==> config.mk <==
export PLATFORM = sky130hd
export DESIGN_NAME = fft_butterfly_stage
export DESIGN_NICKNAME = d
export VERILOG_FILES = /design/src/rtl/fft_pkg.sv /design/src/rtl/fft_butterfly_stage_cmplx_mul_q88.sv /design/src/rtl/fft_butterfly_stage.sv
export SDC_FILE = /design/constraint.sdc
export NUM_CORES = 2
export LEC_CHECK = 0
export CORE_ASPECT_RATIO = 1.25
export CORE_MARGIN = 1
export CORE_UTILIZATION = 45
export DETAILED_ROUTE_END_ITERATION = 8
export GPL_TIMING_DRIVEN = 0
export HOLD_SLACK_MARGIN = 0.1
export SYNTH_ARGS = -nofsm -noshare
export SYNTH_HDL_FRONTEND = slang
export SYNTH_SLANG_ARGS = --single-unit
export TNS_END_PERCENT = 1
==> constraint.sdc <==
create_clock -name clk -period 11.29 [get_ports clk]
set_clock_uncertainty 0.05 [all_clocks]
set_input_delay 2.258 -clock clk [delete_from_list [all_inputs] [get_ports clk]]
set_output_delay 2.258 -clock clk [all_outputs]
set_load 0.005 [all_outputs]
==> src/rtl/fft_pkg.sv <==
// Shared fixed-point constants, payload type and Q8.8 helpers for the FFT datapath.
package fft_pkg;

  localparam int unsigned Q_W    = 16;
  localparam int unsigned Q_FRAC = 8;
  localparam int unsigned TW_AW  = 5;
  localparam int unsigned MUL_W  = 2 * Q_W;
  localparam int unsigned PROD_W = MUL_W + 1;
  localparam int unsigned BIAS_W = PROD_W + 1;
  localparam int unsigned RND_W  = PROD_W - Q_FRAC;
  localparam int unsigned SUM_W  = Q_W + 1;

  typedef struct packed {
    logic signed [Q_W-1:0] re;
    logic signed [Q_W-1:0] im;
  } cplx_t;

  // Clamp a wide signed value into the 16-bit signed range.
  function automatic logic signed [Q_W-1:0] sat16(input logic signed [RND_W-1:0] x);
    if (x > RND_W'(32'sd32767)) return Q_W'(32'sd32767);
    if (x < RND_W'(-32'sd32768)) return Q_W'(-32'sd32768);
    return Q_W'(x);
  endfunction

  // Round-half-up a full-precision Q16.16 product back to Q8.8 scale.
  function automatic logic signed [RND_W-1:0] round_q88(input logic signed [PROD_W-1:0] x);
    logic signed [BIAS_W-1:0] biased;
    biased = BIAS_W'(x) + BIAS_W'(32'sd1 <<< (Q_FRAC - 1));
    return RND_W'(biased >>> Q_FRAC);
  endfunction

endpackage

==> src/rtl/fft_butterfly_stage_cmplx_mul_q88.sv <==
// Combinational Q8.8 complex multiply with rounding and saturation.
module cmplx_mul_q88
  import fft_pkg::*;
(
  input  cplx_t b,
  input  cplx_t w,
  output cplx_t p
);

  logic signed [MUL_W-1:0]  rr, ii, ri, ir;
  logic signed [PROD_W-1:0] acc_re, acc_im;

  // Four full-precision partial products, combined at 33 bits then rounded and clamped.
  always_comb begin
    rr     = MUL_W'(b.re) * MUL_W'(w.re);
    ii     = MUL_W'(b.im) * MUL_W'(w.im);
    ri     = MUL_W'(b.re) * MUL_W'(w.im);
    ir     = MUL_W'(b.im) * MUL_W'(w.re);
    acc_re = PROD_W'(rr) - PROD_W'(ii);
    acc_im = PROD_W'(ri) + PROD_W'(ir);
    p.re   = sat16(round_q88(acc_re));
    p.im   = sat16(round_q88(acc_im));
  end

endmodule

==> src/rtl/fft_butterfly_stage.sv <==
// Radix-2 DIT butterfly for FFT stage 5: X = A + W*B, Y = A - W*B, 3-stage pipeline.
module fft_butterfly_stage
  import fft_pkg::*;
#(
  parameter int unsigned NUM_TW = 28,
  parameter int unsigned SCALE  = 0
) (
  input  logic                  clk,
  input  logic                  rst,
  input  logic                  in_valid,
  output logic                  in_ready,
  input  logic                  in_first,
  input  logic signed [Q_W-1:0] in_a_re,
  input  logic signed [Q_W-1:0] in_a_im,
  input  logic signed [Q_W-1:0] in_b_re,
  input  logic signed [Q_W-1:0] in_b_im,
  output logic [TW_AW-1:0]      tw_addr,
  input  logic signed [Q_W-1:0] tw_re,
  input  logic signed [Q_W-1:0] tw_im,
  output logic                  out_valid,
  input  logic                  out_ready,
  output logic signed [Q_W-1:0] out_x_re,
  output logic signed [Q_W-1:0] out_x_im,
  output logic signed [Q_W-1:0] out_y_re,
  output logic signed [Q_W-1:0] out_y_im,
  output logic                  out_last
);

  localparam logic [TW_AW-1:0] LAST_ADDR = TW_AW'(NUM_TW - 1);

  logic              stall, accept;
  logic [TW_AW-1:0]  cnt, beat_addr;
  logic              s1_valid, s1_last;
  logic [TW_AW-1:0]  s1_addr;
  cplx_t             s1_a, s1_b;
  logic              s2_valid, s2_last;
  cplx_t             s2_a, s2_p;
  cplx_t             tw, prod;
  logic signed [SUM_W-1:0] sum_xr, sum_xi, sum_yr, sum_yi;

  // Either halve (truncating) or saturate a 17-bit butterfly sum to 16 bits.
  function automatic logic signed [Q_W-1:0] fit(input logic signed [SUM_W-1:0] s);
    if (SCALE != 0) return Q_W'(s >>> 1);
    return sat16(RND_W'(s));
  endfunction

  // Handshake, beat address and ROM address; the ROM address is held during a stall.
  always_comb begin
    stall     = out_valid && !out_ready;
    in_ready  = !stall;
    accept    = in_valid && !stall;
    beat_addr = in_first ? '0 : cnt;
    tw_addr   = stall ? s1_addr : ((in_valid && in_first) ? '0 : cnt);
    tw        = '{re: tw_re, im: tw_im};
  end

  cmplx_mul_q88 u_mul (
    .b (s1_b),
    .w (tw),
    .p (prod)
  );

  // Butterfly add/subtract on the S2 contents at 17 bits.
  always_comb begin
    sum_xr = SUM_W'(s2_a.re) + SUM_W'(s2_p.re);
    sum_xi = SUM_W'(s2_a.im) + SUM_W'(s2_p.im);
    sum_yr = SUM_W'(s2_a.re) - SUM_W'(s2_p.re);
    sum_yi = SUM_W'(s2_a.im) - SUM_W'(s2_p.im);
  end

  // Pipeline registers and address counter; everything freezes while stalled.
  always_ff @(posedge clk) begin
    if (rst) begin
      cnt       <= '0;
      s1_valid  <= 1'b0;
      s1_last   <= 1'b0;
      s1_addr   <= '0;
      s1_a      <= '0;
      s1_b      <= '0;
      s2_valid  <= 1'b0;
      s2_last   <= 1'b0;
      s2_a      <= '0;
      s2_p      <= '0;
      out_valid <= 1'b0;
      out_last  <= 1'b0;
      out_x_re  <= '0;
      out_x_im  <= '0;
      out_y_re  <= '0;
      out_y_im  <= '0;
    end else if (!stall) begin
      if (accept) cnt <= (beat_addr == LAST_ADDR) ? '0 : beat_addr + TW_AW'(1);
      s1_valid  <= in_valid;
      s1_last   <= in_valid && (beat_addr == LAST_ADDR);
      s1_addr   <= beat_addr;
      s1_a      <= '{re: in_a_re, im: in_a_im};
      s1_b      <= '{re: in_b_re, im: in_b_im};
      s2_valid  <= s1_valid;
      s2_last   <= s1_last;
      s2_a      <= s1_a;
      s2_p      <= prod;
      out_valid <= s2_valid;
      out_last  <= s2_last;
      out_x_re  <= fit(sum_xr);
      out_x_im  <= fit(sum_xi);
      out_y_re  <= fit(sum_yr);
      out_y_im  <= fit(sum_yi);
    end
  end

endmodule

# == Word-level counts from Yosys, hierarchy flattened ==
# Index checks and enable logic that the tools add are counted.
# word_totals
mem_count,0
input_bits,101
ram_bits,0
latch_bits,0
out_inout_bits,72
reg_bits,208
romBits,0
wordCells,116
# op_classes
muxes,62
order_cmp,12
shifts,0
mul,4
n_bitwise,1
n_reduce_logical,7
add_sub_neg,9
n_div,0
n_eq_ne,1
# op_table
operator,count
$mux 16,24
$mul 16x16->32,4
$gt 17x16->1 const B,4
$lt 17x16->1 const B,4
$add 33x9->33 const B,2
$gt 25x16->1 const B,2
$lt 25x16->1 const B,2
$add 16x16->17,2
$mux 1,34
$sub 16x16->17,2
$add 32x32->33,1
$sub 32x32->33,1
$mux 5,4
$add 5x1->5 const B,1
$eq 5x5->1 const B,1
$logic_and 1x1->1,4
$logic_not 1->1,2
$reduce_and 2->1,1
$not 1->1,1

# == Depth between registers and ports, before layout ==
# logic_depth
depth_word,10
ltp_mapped,31
mapped_depth_nobuf,29

# == Hierarchy ==
# A second synthesis with hierarchy kept.
# hier_totals
hier_cells,5759
area_unflattened_um2,51699.6
# by_module_without_submodules
module,area_each_um2,seq_area_each_um2,cells_each,instances
cmplx_mul_q88,40794.1,0.0,4385,1
fft_butterfly_stage,10905.5,4164.0,1374,1

# == Worst setup path before layout ==
# Ideal clock, no wire load.
# synth_path
path_kind,input to register
from,input port tw_re[0]
to,register s2_p[21] (netlist name)
path_slack_ps,1154
t_arrival_ps,9950
cell_stages,28
required_time_ps,11104
n_path_buf,2
setup_ps,136
cell_sequence,clkbuf_1 nand2_1 inv_1 fa_1 inv_1 fa_1 inv_1 fa_1 inv_1 fa_1 fa_1 fa_1 fa_1 fa_1 inv_1 ha_1 and3_1 a221o_1 a21oi_1 nor2b_1 a31oi_1 a221oi_1 o21bai_1 nor4_1 a311oi_1 o32ai_2 buf_2 o32ai_1
# synth_via
elab_chain_len,8
word_cells_on_any_way,11
classes_between,add/sub: 2; mul: 1; order compare: 2; mux: 6
# synth_rtl
item,line_no,rtl
"start, declared",fft_butterfly_stage.sv:18,"input logic signed [Q_W-1:0] tw_re,"
$mul 16x16->32 *,fft_butterfly_stage_cmplx_mul_q88.sv:15,rr = MUL_W'(b.re) * MUL_W'(w.re);
$sub 32x32->33 *,fft_butterfly_stage_cmplx_mul_q88.sv:19,acc_re = PROD_W'(rr) - PROD_W'(ii);
$add 33x9->33 *,fft_pkg.sv:28,biased = BIAS_W'(x) + BIAS_W'(32'sd1 <<< (Q_FRAC - 1));
$lt 25x16->1,fft_pkg.sv:21,if (x < RND_W'(-32'sd32768)) return Q_W'(-32'sd32768);
$mux 1 (2 in a row),fft_pkg.sv:21,
$mux 16,fft_pkg.sv:22,return Q_W'(x);
$mux 16 *,fft_pkg.sv:21,
"end signal, assigned",fft_butterfly_stage.sv:100,s2_p <= prod;
"end, declared",fft_butterfly_stage.sv:37,"cplx_t s2_a, s2_p;"
# Mark *: on every way between the ends. The rest lies on a longest branch, timed or not. The select of a mux whose other input is x is not followed.
# A chain may end at the register's enable or synchronous reset.

# == Worst setup path in the final report ==
# layout_path
from,input port tw_re[1]
to,register s2_p[26] (netlist name)
# Same word-level chain as after synthesis.

==> flow_summary.yaml <==
grt:
  track_usage_pct: 32.0
  grt_start_max_net_pins: 19
  antenna_found_initial: 17
  grt_pass1_vias: 40600
  grt_pass1_wl_um: 261000
  grt-ovfl-total: 0
final_layout:
  syn_to_final_growth_pct: 9.10
  final_cell_mix: "inv_1, fa_1, nand2_1"
  layout_commonest_cell: "inv_1"
  nFillCells: 10900
  drive_above_1_share_pct: 2.71
  area.sequential_mm2: 0.00416
  stdcell_count: 7382
  final_util_pct: 49.7
  multi_input_area_mm2: 0.0406
  layout.nets: 7531
critical_path:
  rr_startpoint: "s1_b[31]"
  cp-start-kind: "input pin"
  regToRegEndpoint: "s2_p[26]"
  ff2ff_path_depth: 28
  required_ns: 11.70
  cp.arrival_ns: 11.48
  path_common_cell: "fa_1"
  criticalPathCategory: "input pin to flip-flop"
  rrSetupSlack_ns: 1.24
  cp_slowest_stage_delay_ns: 0.57
  path_max_fanout: 10
  crit_path_top_delay_cell: "clkdlybuf4s50_1"
  endpoint_kind: "flip-flop"
placed_design:
  dp.cells: 7316
  dp_hpwl_um: 148000
  port_buffers: 170
  gp_routability_congestion: 1.02
  dp_slack_ns: -2.09
clock_network:
  cts_made_buffers: 24
  cts_root_buffer: "clkbuf_16"
  clk_latency_ns: 0.60
  clk_path_buf_depth: 3
  numClockSinks: 208
  cts_max_level: 1
  cts_tree: "done"
  clk_pin_slew_worst_paths_ns: 0.06
worst_hold_path:
  whs_path_depth: 2
  hold_end: "s1_a[16]"
  worstHoldStart: "s1_a[16]"
  hp-class: "flip-flop to flip-flop"
yosys:
  syn_area_per_cell_um2: 8.98
  synth_nets: 7327
  async_flop_share_pct: 0
  synth.distinct_cells: 90
  synth_edf_count: 0
  synth.top_cell.area_share_pct: 46.1
  synthTopCellsByArea: "fa_1, inv_1, ha_1"
  post-synth-top-area-cell: "fa_1"
  yosys_register_bits: 208
  synthesis.instances: 5686
  ys.warnings.count: 0
  synth_area_mm2: 0.0511
  synthFlopType: "dfxtp_1"
  ys_seq_area_share_pct: 8.15
timing:
  setup_viol: 0
  slew_headroom_pct: 5.33
  rsz0062_at_grt: "yes"
  hold_viol: 0
  timing.setup.tns_ns: 0
  period_share_pct: 98.1
  maxClockFrequency_ghz: 0.0903
  period_needed_ns: 11.07
  postLayoutSetupSlackWorst_ns: 0.216
  report.final.slew_viol_count: 0
  worst_pin_slew_ns: 1.42
detailed_routing:
  vias: 39300
  wl_per_cell_um: 24.2
  first_pass_iters: 5
  ant_nets: 0
  drtIter0Drc: 2967
  viasPerCell: 5.33
  drc_errors: 0
  drt_wl_total_um: 179000
floorplanning:
  fp.dieW_um: 303
  coreArea_mm2: 0.112
  die_h_um: 379
  ioPinCount: 173
  initial_utilization_pct: 45.6
  dieArea_mm2: 0.115
  num_rows: 137
flow_run:
  drv_cap: 0
outcome:
  status: "finished clean"
-- cell usage after synthesis (13+ instances only) --
cell	instances
a21oi_1	188
xor2_1	31
o32ai_1	17
nor2_1	181
o21ai_0	48
maj3_1	17
or3_1	25
a21o_1	26
nand2b_1	42
nor3_1	47
fa_1	1177
a311oi_1	15
nand2_1	719
clkbuf_1	273
and2_1	517
a211oi_1	45
o21a_1	13
xnor2_1	102
nand3_1	16
ha_1	363
dfxtp_1	208
nor2b_1	13
inv_1	1396
-- logic make-up (layout without fill, tap and decap cells) --
family	after synthesis	count (layout)	share of synthesized area [%]
simple gates	1619	1619	15.4
xor+xnor	133	133	2.28
fa+ha+maj	1557	1557	55.4
compound gates	475	475	6.20
buf+inv	1689	1911	12.5
flops	208	208	8.15
mux	5	5	0.100
other cells	0	15	0
-- worst max-delay path, delay by kind of cell --
kind | cells | cell delay (ns)
xor+xnor | 1 | 0.38
buf+inv | 8 | 1.53
fa+ha+maj | 9 | 4.06
simple gates | 2 | 0.37
compound gates | 9 | 2.84
-- per-layer routing --
metal / vias up / wire length, um / GRT usage, %
met5: - / 95 / 0
met4: 6 / 14000 / 19.7
met3: 448 / 14700 / 5.85
met2: 1740 / 84200 / 52.8
met1: 20000 / 65600 / 38.7
li1: 17200 / - / -
-- per-stage QoR --
step	hold slack, ns	instance area [um^2]
floorplan	0.382	51100
global placement	0.391	54600
detailed placement	0.395	54600
CTS	0.408	55600
global route	0.415	55700
finish	0.407	55700
-- flip-flops by register name (all words and copies together), names as in the netlist, 16 cells and up --
signal,flops
out_x_re,16
out_y_im,16
s1_a,32
out_x_im,16
out_y_re,16
s1_b,32
s2_p,32
s2_a,32
-- final cells by class --
class | instances | share of cell area (%)
Antenna cell | 15 | 0.0674
Buffer | 290 | 2.18
Clock buffer | 31 | 1.22
Clock inverter | 13 | 0.209
Inverter | 1398 | 9.44
Multi-Input combinational cell | 3789 | 72.9
Sequential cell | 208 | 7.47
Tap cell | 1459 | 3.28
Timing Repair Buffer | 179 | 3.23
-- how the worst max path moves through the flow --
| stage | startpoint | to | slack [ns] |
|---|---|---|---|
| CTS | tw_re[0] | s2_p[26] | 0.03 |
| global placement | tw_im[0] | s2_p[26] | -2.02 |
| finish | tw_re[1] | s2_p[26] | 0.22 |
| floorplan | tw_re[0] | s2_p[21] | 1.15 |
| global route | tw_re[0] | s2_p[22] | -0.03 |
| detailed placement | tw_im[0] | s2_p[26] | -2.09 |
-- repair_timing --
action                                  CTS  global route
resized for setup                        40            84
buffers inserted                          6             2
endpoints found under the setup margin   32            30
pin swaps                                 1             2
hold buffers                              0             0
cloned                                    0             0
Power is not shown: default switching activity piles up to over one toggle a cycle in this logic, so the estimate is an artifact.
